===== src/rtl/flag_branch_ctrl_pkg.sv =====
// Shared opcode constants and FSM state encodings for the fetch/execute controller.
// Pure definitions; no logic, no latency, no flow control.
package proc_defs;

  localparam logic [3:0] OP_NOP    = 4'h0;
  localparam logic [3:0] OP_ALU_LO = 4'h2;
  localparam logic [3:0] OP_ALU_HI = 4'h7;
  localparam logic [3:0] OP_JC     = 4'h8;
  localparam logic [3:0] OP_JNC    = 4'h9;
  localparam logic [3:0] OP_JZ     = 4'hA;
  localparam logic [3:0] OP_JNZ    = 4'hB;
  localparam logic [3:0] OP_JMP    = 4'hC;
  localparam logic [3:0] OP_HLT    = 4'hF;

  typedef enum logic [1:0] {
    ST_IDLE  = 2'd0,
    ST_FETCH = 2'd1,
    ST_EXEC  = 2'd2,
    ST_HALT  = 2'd3
  } state_t;

endpackage


===== src/rtl/flag_branch_ctrl_branch_cond.sv =====
// Jump decode: flags whether op_q is a jump and whether its condition holds on C/Z.
// Purely combinational (zero latency); no flow control.
module branch_cond
  import proc_defs::*;
#(
  parameter int OP_W = 4
) (
  input  logic [OP_W-1:0] op_q,
  input  logic            flag_c,
  input  logic            flag_z,
  output logic            is_jump,
  output logic            cond
);

  always_comb begin
    is_jump = 1'b1;
    cond    = 1'b0;
    case (op_q)
      OP_W'(OP_JC):  cond = flag_c;
      OP_W'(OP_JNC): cond = !flag_c;
      OP_W'(OP_JZ):  cond = flag_z;
      OP_W'(OP_JNZ): cond = !flag_z;
      OP_W'(OP_JMP): cond = 1'b1;
      default:       is_jump = 1'b0;
    endcase
  end

endmodule


===== src/rtl/flag_branch_ctrl.sv =====
// Fetch/execute sequencer that reads C/Z to resolve jumps and drives PC/IR/flag strobes.
// One instruction per FETCH+EXEC pair; run=0 stalls in FETCH, HALT is left only by reset.
module flag_branch_ctrl
  import proc_defs::*;
#(
  parameter int OP_W  = 4,
  parameter int CNT_W = 8
) (
  input  logic             clk,
  input  logic             reset,
  input  logic             start,
  input  logic             run,
  input  logic [OP_W-1:0]  instr_op,
  input  logic             flag_c,
  input  logic             flag_z,
  output logic             ir_load,
  output logic             flags_en,
  output logic             pc_inc,
  output logic             pc_load,
  output logic             taken,
  output logic             halted,
  output logic [1:0]       phase,
  output logic [CNT_W-1:0] taken_cnt
);

  localparam logic [CNT_W-1:0] CNT_MAX = {CNT_W{1'b1}};

  state_t          state;
  state_t          state_nxt;
  logic [OP_W-1:0] op_q;
  logic            is_jump;
  logic            cond;
  logic            is_alu;
  logic            is_hlt;

  branch_cond #(.OP_W(OP_W)) u_branch_cond (
    .op_q    (op_q),
    .flag_c  (flag_c),
    .flag_z  (flag_z),
    .is_jump (is_jump),
    .cond    (cond)
  );

  assign is_alu = (op_q >= OP_W'(OP_ALU_LO)) && (op_q <= OP_W'(OP_ALU_HI));
  assign is_hlt = (op_q == OP_W'(OP_HLT));
  assign phase  = state;

  always_ff @(posedge clk or negedge reset) begin
    if (!reset) begin
      state     <= ST_IDLE;
      op_q      <= '0;
      taken_cnt <= '0;
    end else begin
      state <= state_nxt;
      if (ir_load) begin
        op_q <= instr_op;
      end
      // taken is only ever asserted in EXEC, so this counts completed taken jumps
      if (taken && (taken_cnt != CNT_MAX)) begin
        taken_cnt <= taken_cnt + CNT_W'(1);
      end
    end
  end

  always_comb begin
    state_nxt = state;
    ir_load   = 1'b0;
    flags_en  = 1'b0;
    pc_inc    = 1'b0;
    pc_load   = 1'b0;
    taken     = 1'b0;
    halted    = 1'b0;
    case (state)
      ST_IDLE: begin
        if (start) state_nxt = ST_FETCH;
      end
      ST_FETCH: begin
        if (run) begin
          ir_load   = 1'b1;
          state_nxt = ST_EXEC;
        end
      end
      ST_EXEC: begin
        state_nxt = ST_FETCH;
        if (is_hlt) begin
          state_nxt = ST_HALT;
        end else if (is_alu) begin
          flags_en = 1'b1;
          pc_inc   = 1'b1;
        end else if (is_jump) begin
          pc_load = cond;
          pc_inc  = !cond;
          taken   = cond;
        end else begin
          pc_inc = 1'b1;
        end
      end
      ST_HALT: begin
        halted = 1'b1;
      end
      default: state_nxt = ST_IDLE;
    endcase
  end

endmodule

===== config.mk =====
export PLATFORM = sky130hd
export DESIGN_NAME = flag_branch_ctrl
export DESIGN_NICKNAME = d
export VERILOG_FILES = /design/src/rtl/flag_branch_ctrl_pkg.sv /design/src/rtl/flag_branch_ctrl_branch_cond.sv /design/src/rtl/flag_branch_ctrl.sv
export SDC_FILE = /design/constraint.sdc
export NUM_CORES = 1
export LEC_CHECK = 0
export BUFFER_PORTS_ARGS = -buffer_cell sky130_fd_sc_hd__clkbuf_2
export CAP_MARGIN = 15
export CORE_UTILIZATION = 48
export DETAILED_ROUTE_END_ITERATION = 8
export PLACE_DENSITY = 0.87
export SYNTH_ARGS = -nofsm -noshare
export SYNTH_HDL_FRONTEND = slang
export SYNTH_SLANG_ARGS = --single-unit

===== constraint.sdc =====
create_clock -name clk -period 2.25 [get_ports clk]
set_input_delay 0.45 -clock clk [delete_from_list [all_inputs] [get_ports clk]]
set_output_delay 0.45 -clock clk [all_outputs]
set_load 0.02 [all_outputs]

# After elaboration in Yosys (flattened, before gate mapping)

Cells that the tools add are included.

Register bits after elaboration: 14
Logic and storage cells: 47
Input bits: 10
Output and inout port bits: 16

Reductions and logical operators: 9
Add/subtract/negate cells: 1
Eq/ne operators: 12
$lt $le $gt $ge: 2
Mux-type cells: 20

Operator list:

| operator                                                               | number |
|---|---|
| 4-bit == test (second input constant)                                  | 6 |
| 1-bit 2-to-1 mux                                                       | 15 |
| 8-bit by 1-bit adder with 8-bit output (second input constant)         | 1 |
| 8-bit inequality test (second input constant)                          | 1 |
| 2-bit 2-to-1 mux                                                       | 3 |
| 2-bit case mux with 3 select lines                                     | 1 |
| 1-bit case mux with 5 select lines                                     | 1 |
| 5-bit OR reduction                                                     | 1 |
| 2-bit == test (second input constant)                                  | 2 |
| 4-bit by 2-bit >= comparator with 1-bit output (second input constant) | 1 |
| 4-bit by 3-bit <= comparator with 1-bit output (second input constant) | 1 |
| 2-bit inequality test (second input constant)                          | 2 |
| 1-bit logical NOT                                                      | 3 |
| 3-bit AND reduction                                                    | 1 |
| 3-bit nonzero test                                                     | 1 |
| 2-bit by 1-bit == test with 1-bit output (second input constant)       | 1 |
| 1-bit logical AND                                                      | 2 |
| 2-bit logical NOT                                                      | 1 |

# Longest topological paths before layout

Gate-level depths: netlist of the first run.

Word-level depth: 8
Gate-level depth with buffers: 7

# Modules after synthesis

A second synthesis of the first run with hierarchy kept.

Cell total of the unflattened synthesis: 80
Area, all modules: 824.5 sq um

Modules (own cells, without submodules):

| module           | cells each | sequential area each (sq um) | instances | area an instance (sq um) |
|---|---|---|---|---|
| flag_branch_ctrl | 71         | 350.3                        | 1         | 769.5 |
| branch_cond      | 9          | 0.0                          | 1         | 55.1 |

# Worst setup path after synthesis of the first run

OpenSTA, ideal clock, no wires.

Path type: input to output
Start: in flag_c
End: out taken
Path buffers: 1
Required time: 1.800 ns
Data arrival time: 1.493 ns
Setup slack: 0.307 ns
Cell stages on the path: 5
Path through: or2_2 a32oi_1 a211o_1 inv_1 buf_4

Word-level cells in the longest chain between the ends: 6

Ends and longest elaborated chain:

| what                                 | line                               | source |
|---|---|---|
| from (decl)                          | flag_branch_ctrl.sv:14             | `input logic flag_c,` |
| 1-bit logical NOT                    | flag_branch_ctrl_branch_cond.sv:20 | `OP_W'(OP_JNC): cond = !flag_c;` |
| 1-bit case mux with 5 select lines * | flag_branch_ctrl_branch_cond.sv:18 | `case (op_q)` |
| 1-bit 2-to-1 mux * (4 in series)     | --                                 |  |
| to (decl)                            | flag_branch_ctrl.sv:20             | `output logic taken,` |

Mark *: on every way between the ends. The rest lies on a longest branch, timed or not.

# Worst setup path after layout of the first run

Start: reg op_q[2]
End: out taken

Word-level cells in the longest chain between the ends: 7
Elaborated cells on any way between the ends: 16
Classes of those cells: 2 x order compare; 6 x eq/ne; 6 x mux; 2 x reduce/logical

Ends and longest elaborated chain:

| what                         | line                               | source |
|---|---|---|
| from (decl)                  | flag_branch_ctrl.sv:30             | `logic [OP_W-1:0] op_q;` |
| from (signal assigned)       | flag_branch_ctrl.sv:56             | `op_q <= instr_op;` |
| 4-bit == test                | flag_branch_ctrl_branch_cond.sv:18 |  |
| 5-bit OR reduction (no line) | --                                 |  |
| 1-bit 2-to-1 mux             | flag_branch_ctrl_branch_cond.sv:18 |  |
| 1-bit 2-to-1 mux             | flag_branch_ctrl.sv:90             | `end else if (is_jump) begin` |
| 1-bit 2-to-1 mux             | flag_branch_ctrl.sv:87             | `end else if (is_alu) begin` |
| 1-bit 2-to-1 mux *           | flag_branch_ctrl.sv:85             | `if (is_hlt) begin` |
| 1-bit 2-to-1 mux *           | flag_branch_ctrl.sv:73             | `case (state)` |

Marked as above.

==> metrics.txt, run 1 <==
TritonCTS clock tree=built; Setup crit end kind=primary output; total track usage=0.175; share of cells above drive strength 1=0.340; Syn-to-layout area delta=20.7%; FF+latch count, synth=14; most frequent cells in the layout=clkbuf_2, dfrtp_1, inv_1; status=completed; full die area=around 1800 µm²; average vias per placed instance=5.17; H-tree Lvls=1; Final setup viols=0; CP Cell Sequence=or2_2 > a32oi_1 > a211o_2 > inv_1 > clkbuf_2; largest net degree at the start of global routing=15; area leader, netlist=dfrtp_1; commonest non-fill, non-tap cell in the layout=clkbuf_2; min Tclk post-route=approximately 2.1 ns; Worst R2R End=taken_cnt[6]$_DFFE_PN0P_; Worst path depth=5; Final Max Slew Viols=0; Routed WL=about 1400 µm; Num CTS Buffers=3; worst-margin pin slew=0.423 ns; # placed instances=between 100 and 150; sequential share of the synthesized area=0.450; Placement Rows=14; Design Power=roughly 0.96 mW; WL per Instance=between 10 and 15 µm; clk sinks=14; die height=about 42 µm; Final #Nets=about 120; Net Count, Synth=around 90; Logic pwr share=0.436; Final ANT Viol Nets=0; vias in the first global route=555; postcts setup bufs=0; first-pass GRT wire length=about 2300 µm; HPWL Detailed=about 1100 µm; Clock transition at path regs=around 0.070 ns; DRT iter0 DRCs=17; ANT cells=0; Yosys warnings=0; distinct cell type count after synthesis=24; sequential power share=0.424; grt total ovfl=0; Clock Power Share=0.139; Placer Congestion=~0.78; VDD IR-drop max=around 0.47 mV; Skew-Pair Late Insertion Delay=about 0.27 ns; Power Density=~1000 nW/µm²; RSZ-0062 raised after global routing=no; Synth top area share=0.450; via count=roughly 620; Max Cap Viol=0; Post-Syn Instances=76; Clock Tree Root=clkbuf_4; hold crit path type=in -> async; core box area=1510 µm²; Final Skew=around 0.0017 ns; Sum Neg Setup Slack=0 ns; final hold viol count=0; Starting Density=0.517; CP max stage cell=dfrtp_1; Ports=26; syn_area_per_cell=10.2 µm²; cts hold-fix bufs=0; crit start category=flip-flop; I/O Buffers=25; worst hold slack=approximately 0.065 ns; r2r setup slk=approximately 0.40 ns; Crit path buffers/inverters=2; clock buffer depth=2; Fmax=about 470 MHz; drt first pass iters=4; P_leak=~0.52 nW; cell family with most CP delay=compound AO/OA/AOI/OAI gates; period utilization=0.944; die width=about 42 µm; Finished Layout Cells=between 100 and 150; slew margin rel.=0.717; crit-path max cell delay=between 0.4 and 0.5 ns; CP Data Arrival Time=about 1.7 ns; R2R cell count=5; initial antenna violation count=0; sw frac=0.415; WS Path Type=reg -> out; Critical Path RT=between 1.5 and 2 ns; synthesized area=778 µm²; post-CTS sizing=0; post-route DRC violation count=0; Sw Pwr=0.399 mW; Internal Power=0.561 mW; R2R Path Start=op_q[0]$_DFFE_PN0P_; main area contributors after synthesis=dfrtp_1, ha_1, xor2_1, mux2_2, inv_1; crit-path max FO=8
[flip-flops by register name, indices dropped and copies added (netlist names)]
name and count:
op_q 4, phase 2, taken_cnt 8
[logic make-up after synthesis]
group	synth area share
mux	0.0707
compound gates	0.0675
buf+inv	0.0531
flops	0.450
xor+xnor	0.0900
simple gates	0.172
fa+ha+maj	0.0965
[power groups by stage]
stage | Sequential (mW) | Combinational [mW] | Clock [mW]
4_1_cts | 0.404 | 0.422 | 0.141
2_1_floorplan | 0.438 | 0.272 | 0
3_3_place_gp | 0.405 | 0.407 | 0
5_1_grt | 0.423 | 0.472 | 0.156
3_5_place_dp | 0.410 | 0.419 | 0
6_report | 0.407 | 0.419 | 0.134
[per-stage QoR]
stage,cell area [µm²],utilization,setup WS (ns)
floorplan,778,-,0.307
global placement,916,0.608,0.274
detailed placement,916,0.608,0.210
CTS,938,0.623,0.0311
global route,940,0.624,0.00435
finish,940,0.624,0.126
[worst max path at each step]
stage	from	endpoint	slack, ns
2_1_floorplan	flag_c	taken	0.31
3_3_place_gp	flag_c	pc_load	0.27
3_5_place_dp	flag_c	taken	0.21
4_1_cts	op_q[2]$_DFFE_PN0P_	taken	0.03
5_1_grt	op_q[2]$_DFFE_PN0P_	taken	0.004
6_report	op_q[2]$_DFFE_PN0P_	taken	0.13
[layout make-up]
type	instances	area [µm²]
inverters	9	33.8
clock buffers	3	22.5
fillers	136	567
repair buffers	25	125
well taps	16	20.0
flip-flops and latches	14	350
multi-input cells	52	388
[cell usage after synthesis]
master    number
dfrtp_1       14
inv_1          9
xor2_1         8
ha_1           6
nor2_1         6
nand2_1        5
mux2_2         4
nand3_1        3
nor4_1         3
nand4_1        2
nor3_1         2
o21ai_0        2
a211o_1        1
a21oi_1        1
a31oi_1        1
a32oi_1        1
buf_4          1
mux2i_1        1
nand3b_1       1
nor3b_1        1
nor4b_2        1
o211ai_1       1
o22ai_1        1
or2_2          1
[metal layers]
metal | GRT usage | routed length (µm) | part of all wire
met5 | 0 | 0 | 0
met4 | 0.106 | 4 | 0.0029
met2 | 0.262 | 647 | 0.47
met1 | 0.229 | 659 | 0.48
met3 | 0.0431 | 68 | 0.049
No activity file was read; power rests on OpenSTA's default activity.
==> run 2: changes to the inputs <==
- SETUP_SLACK_MARGIN: default -> 0.15
==> metrics.txt, run 2 (same netlist as run 1, synthesis figures left out) <==
cell family with most CP delay=compound AO/OA/AOI/OAI gates (unchanged); Placer Congestion=0.782 (unchanged); Power Density=1040 nW/µm² (was 1020 nW/µm²); Final setup viols=0 (unchanged); cts hold-fix bufs=0 (unchanged); crit-path max cell delay=0.42 ns (about the same); final hold viol count=0 (unchanged); average vias per placed instance=5.19 (was 5.17); largest net degree at the start of global routing=15 (unchanged); grt total ovfl=0 (unchanged); initial antenna violation count=0 (unchanged); Skew-Pair Late Insertion Delay=0.27 ns (about the same); clock buffer depth=2 (unchanged); Ports=26 (unchanged); Sum Neg Setup Slack=0 ns (unchanged); Final #Nets=126 (was 121); TritonCTS clock tree=built (unchanged); status=completed (unchanged); period utilization=0.898 (was 0.944); max FFs per register=8 (unchanged); routed wl met3=64 µm (was 68 µm); Num CTS Buffers=3 (unchanged); most frequent cells in the layout=clkbuf_2, dfrtp_1, inv_1, xor2_1, buf_4 (was clkbuf_2, dfrtp_1, inv_1); ANT cells=0 (unchanged); Final ANT Viol Nets=0 (unchanged); DRT iter0 DRCs=9 (was 17); commonest non-fill, non-tap cell in the layout=clkbuf_2 (unchanged); Fmax=495 MHz (was 471 MHz); P_leak=0.548 nW (was 0.521 nW); Final Max Slew Viols=0 (unchanged); worst-margin pin slew=0.429 ns (was 0.423 ns); via count=643 (was 615); CP Cell Sequence=nor2_2 > a32oi_2 > a211o_4 > inv_1 > buf_4 (was or2_2 > a32oi_1 > a211o_2 > inv_1 > clkbuf_2); Starting Density=0.517 (unchanged); total track usage=0.189 (was 0.175); Clock Tree Root=clkbuf_4 (unchanged); Max Cap Viol=0 (unchanged); Syn-to-layout area delta=28.9% (was 20.7%); min Tclk post-route=2.02 ns (was 2.12 ns); first-pass GRT wire length=2500 µm (was 2310 µm); die width=42.3 µm (unchanged); Setup crit end kind=primary output (unchanged); post-route DRC violation count=0 (unchanged); hold crit path type=in -> async (unchanged); share of cells above drive strength 1=0.407 (was 0.340); Routed WL=1480 µm (was 1380 µm); Finished Layout Cells=124 (was 119); # fillers=124 (was 136); Critical Path RT=1.80 ns (about the same); metal2 WL=723 µm (was 647 µm); Final Skew=0.00337 ns (was 0.00169 ns); clk sinks=14 (unchanged); full die area=1790 µm² (unchanged); crit-path max FO=5 (was 8); slew margin rel.=0.713 (was 0.717); WS Path Type=reg -> out (unchanged); Placement Rows=14 (unchanged); I/O Buffers=25 (unchanged); H-tree Lvls=1 (unchanged); highest metal layer with signal wires=met4 (unchanged); core box area=1510 µm² (unchanged); crit start category=flip-flop (unchanged); HPWL Detailed=1070 µm (unchanged); drt first pass iters=3 (was 4); vias in the first global route=602 (was 555); Biggest register=taken_cnt (unchanged); # placed instances=116 (unchanged); met1 WL=688 µm (was 659 µm); CP Data Arrival Time=1.57 ns (was 1.67 ns); RSZ-0062 raised after global routing=yes (was no); VDD IR-drop max=0.485 mV (was 0.475 mV); Clock transition at path regs=0.08 ns (was 0.07 ns); CP max stage cell=dfrtp_1 (unchanged); die height=42.3 µm (unchanged); WL per Instance=11.9 µm (was 11.6 µm); Crit path buffers/inverters=2 (unchanged)
==> run 2: layout make-up <==
class,instances,area (µm²),area share
Inverter,9,33.8,0.0337
Multi-Input combinational cell,52,408,0.406
Clock buffer,3,22.5,0.0224
Sequential cell,14,352,0.350
Tap cell,16,20.0,0.0200
Timing Repair Buffer,30,168,0.167
==> run 2: path summary, 6_finish.rpt <==
check	start	endpoint	slack (ns)	cells after the start
max	op_q[2]$_DFFE_PN0P_	pc_load	0.23	5
min	reset	taken_cnt[4]$_DFFE_PN0P_	0.06	1
max reg2reg	op_q[2]$_DFFE_PN0P_	taken_cnt[6]$_DFFE_PN0P_	0.34	6
min reg2reg	taken_cnt[6]$_DFFE_PN0P_	taken_cnt[6]$_DFFE_PN0P_	0.51	1
max in group asynchronous	reset	phase[0]$_DFFE_PN0P_	1.92	1
min in group clk	instr_op[3]	op_q[3]$_DFFE_PN0P_	0.41	3
==> run 2: layer usage <==
layer / GRT usage / vias to the layer above
li1: - / 327
met1: 0.231 / 293
met2: 0.305 / 21
met3: 0.0474 / 2
met4: 0.100 / 0
met5: 0 / -
==> run 2: worst register-to-register path, delay by kind of cell (launching register included) <==
family	cells	cell delay, ns
xor+xnor	1	0.19
compound gates	2	0.50
buf+inv	1	0.16
flops	1	0.42
simple gates	2	0.57
==> run 2: per-stage QoR <==
| stage | hold slack (ns) | instance area, µm² | utilization | setup WS [ns] | power (mW) |
|---|---|---|---|---|---|
| after CTS | 0.0655 | 977 | 0.649 | 0.219 | 1.01 |
| after global routing | 0.0595 | 1000 | 0.666 | 0.151 | 1.14 |
| after floorplan | 0.154 | 778 | - | 0.307 | 0.710 |
| after global placement | 0.359 | 916 | 0.608 | 0.274 | 0.813 |
| after detailed placement | 0.370 | 916 | 0.608 | 0.210 | 0.829 |
| final | 0.0628 | 1000 | 0.666 | 0.230 | 1.05 |
==> run 2: what timing repair did <==
item,in CTS,in global routing
resized for setup,7,4
setup endpoints to repair,2,3
pin swaps,1,4
buffers inserted,2,3
==> run 2: power breakdown <==
| part | switching [mW] | internal, mW | total [mW] | leakage, nW |
|---|---|---|---|---|
| sequential | 0.0844 | 0.326 | 0.411 | 0.181 |
| combinational | 0.274 | 0.231 | 0.504 | 0.353 |
| clock | 0.0713 | 0.0619 | 0.133 | 0.0138 |
==> run 3: changes to the inputs <==
- CORE_UTILIZATION: 48 -> 49
- SYNTH_HIERARCHICAL: default -> 1
==> metrics.txt, run 3 <==
status=finished, violations left (was completed); failing checks=negative setup slack; Final Max Slew Viols=0 (unchanged); vias in the first global route=681 (was 602); Fmax=443 MHz (was 495 MHz); Biggest register=taken_cnt (unchanged); Final ANT Viol Nets=0 (unchanged); WL per Instance=13.2 µm (was 11.9 µm); FF+latch count, synth=14 (unchanged); Skew-Pair Late Insertion Delay=0.29 ns (was 0.27 ns); hold crit path type=in -> async (unchanged); VDD IR-drop max=0.686 mV (was 0.485 mV); drt first pass iters=4 (was 3); P_leak=0.553 nW (was 0.548 nW); H-tree Lvls=1 (unchanged); most frequent cells in the layout=clkbuf_2, dfrtp_1, inv_1, nor2_1, xor2_1 (was clkbuf_2, dfrtp_1, inv_1, xor2_1, buf_4); average vias per placed instance=5.47 (was 5.19); Post-Syn Instances=80 (was 76); Placer Congestion=0.785 (was 0.782); Design Power=1.02 mW (was 1.05 mW); Num CTS Buffers=3 (unchanged); Syn-to-layout area delta=28.4% (was 28.9%); WS Path Type=reg -> out (unchanged); Async SR Flop Fraction=1.00 (unchanged); distinct cell type count after synthesis=27 (was 24); Final setup viols=2 (was 0); worst-margin pin slew=0.529 ns (was 0.429 ns); sequential power share=0.371 (was 0.392); routed wl met3=68 µm (was 64 µm); Post-synth EDFFs=0 (unchanged); Clock Power Share=0.145 (was 0.127); total track usage=0.210 (was 0.189); most numerous cell in the Yosys netlist=dfrtp_1 (unchanged); R2R Path Start=op_q[2]$_DFFE_PN0P_ (unchanged); full die area=1850 µm² (was 1790 µm²); ANT cells=0 (unchanged); DP Worst Slack=0.0718 ns (was 0.210 ns); I/O Buffers=25 (unchanged); commonest non-fill, non-tap cell in the layout=clkbuf_2 (unchanged); main area contributors after synthesis=dfrtp_1, ha_1, xor2_1, mux2_2, inv_1 (unchanged); die width=43.0 µm (was 42.3 µm); syn_area_per_cell=10.3 µm² (was 10.2 µm²); initial antenna violation count=0 (unchanged); min Tclk post-route=2.26 ns (was 2.02 ns); r2r setup slk=0.15 ns (was 0.34 ns); Setup WS post-layout=-0.00792 ns (was 0.230 ns); commonest cells in the netlist=dfrtp_1, inv_1, nor2_1, xor2_1, ha_1 (was dfrtp_1, inv_1, xor2_1); sequential share of the synthesized area=0.425 (was 0.450); met1 WL=675 µm (was 688 µm); worst hold slack=0.0468 ns (was 0.0628 ns); area leader, netlist=dfrtp_1 (unchanged); post-route DRC violation count=0 (unchanged); CP Data Arrival Time=1.81 ns (was 1.57 ns); DRT iter0 DRCs=11 (was 9); grt total ovfl=0 (unchanged); highest metal layer with signal wires=met4 (unchanged); Routed WL=1670 µm (was 1480 µm); # fillers=112 (was 124); Clock Tree Root=clkbuf_4 (unchanged); core box area=1540 µm² (was 1510 µm²); max FFs per register=8 (unchanged); Final #Nets=128 (was 126); Setup crit end kind=primary output (unchanged); Sw Pwr=0.422 mW (was 0.429 mW); Starting Density=0.535 (was 0.517); share of cells above drive strength 1=0.391 (was 0.407); RSZ-0062 raised after global routing=yes (unchanged); Critical Path RT=1.80 ns (about the same); Synth Flop Type=dfrtp_1 (unchanged); Synth top area share=0.425 (was 0.450); via count=689 (was 643); HPWL Detailed=1220 µm (was 1070 µm); clock buffer depth=2 (unchanged); TritonCTS clock tree=built (unchanged); Yosys warnings=6 (was 0); die height=43.0 µm (was 42.3 µm); Logic pwr share=0.484 (was 0.481); clk sinks=14 (unchanged); Clock transition at path regs=0.08 ns (about the same); cts hold-fix bufs=0 (unchanged); R2R cell count=7 (was 6); Placement Rows=14 (unchanged); final hold viol count=0 (unchanged); Worst R2R End=taken_cnt[1]$_DFFE_PN0P_ (was taken_cnt[6]$_DFFE_PN0P_); sw frac=0.414 (was 0.410); first-pass GRT wire length=2810 µm (was 2500 µm); slew margin rel.=0.646 (was 0.713); Net Count, Synth=96 (was 92); synthesized area=825 µm² (was 778 µm²); metal2 WL=879 µm (was 723 µm); Ports=26 (unchanged); Power Density=963 nW/µm² (was 1040 nW/µm²); Final Skew=0.00243 ns (was 0.00337 ns); period utilization=1.00 (was 0.898); crit-path max FO=3 (was 5); Max Cap Viol=0 (unchanged); crit start category=flip-flop (unchanged); Internal Power=0.597 mW (was 0.619 mW); largest net degree at the start of global routing=15 (unchanged)
## run 3: worst max-delay path by stage
stage	slack, ns	from	depth (start not counted)	endpoint
3_5_place_dp	0.07	flag_c	7	pc_load
4_1_cts	-0.05	op_q[2]$_DFFE_PN0P_	6	pc_load
5_1_grt	-0.06	op_q[2]$_DFFE_PN0P_	6	taken
3_3_place_gp	0.08	flag_c	7	taken
2_1_floorplan	0.16	op_q[1]$_DFFE_PN0P_	6	taken
6_report	-0.008	op_q[2]$_DFFE_PN0P_	6	pc_load
## run 3: power groups by stage
| stage | registers, mW | clock network (mW) | logic [mW] |
|---|---|---|---|
| final | 0.378 | 0.148 | 0.493 |
| after global routing | 0.388 | 0.155 | 0.550 |
| after CTS | 0.379 | 0.149 | 0.494 |
| after detailed placement | 0.384 | 0 | 0.488 |
| after global placement | 0.378 | 0 | 0.465 |
| after floorplan | 0.423 | 0 | 0.303 |
## run 3: final cells by class
class | count | area, µm² | area share
Sequential cell | 14 | 350 | 0.331
Timing Repair Buffer | 28 | 170 | 0.161
Tap cell | 16 | 20.0 | 0.0189
Clock buffer | 3 | 22.5 | 0.0213
Inverter | 8 | 32.5 | 0.0307
Multi-Input combinational cell | 57 | 463 | 0.437
## run 3: cell families (layout without fill, tap and decap cells)
kind of cell	after synthesis	in the layout	synth area share
simple gates	29	29	0.208
flops	14	14	0.425
fa+ha+maj	6	6	0.0910
xor+xnor	7	7	0.0744
buf+inv	9	39	0.0455
mux	5	5	0.0683
compound gates	10	10	0.0880
## run 3: per-stage QoR
step                      instances  cell area, µm²  TNS [ns]  utilization
after floorplan                  80             833         0            -
after global placement          122             982         0        0.637
after detailed placement        122             982         0        0.637
after CTS                       126            1040    -0.106        0.673
after global routing            126            1060    -0.116        0.687
final                           126            1060   -0.0147        0.687
## run 3: critical path, cell delays in order (launching register included)
cell	delay [ns]
dfrtp_1	0.38
or4b_1	0.50
a31oi_1	0.14
and2_4	0.17
nand4_4	0.11
inv_4	0.10
buf_8	0.11
## run 3: repair_timing
action	in CTS	in global routing
setup buffers	1	0
pin swaps	3	2
cloned	0	0
setup endpoints to repair	3	7
resized for setup	6	6
## run 3: layer usage
metal	GRT usage	vias up
met2	0.342	20
met1	0.233	329
met3	0.0468	5
li1	-	335
met4	0.164	0
met5	0	-
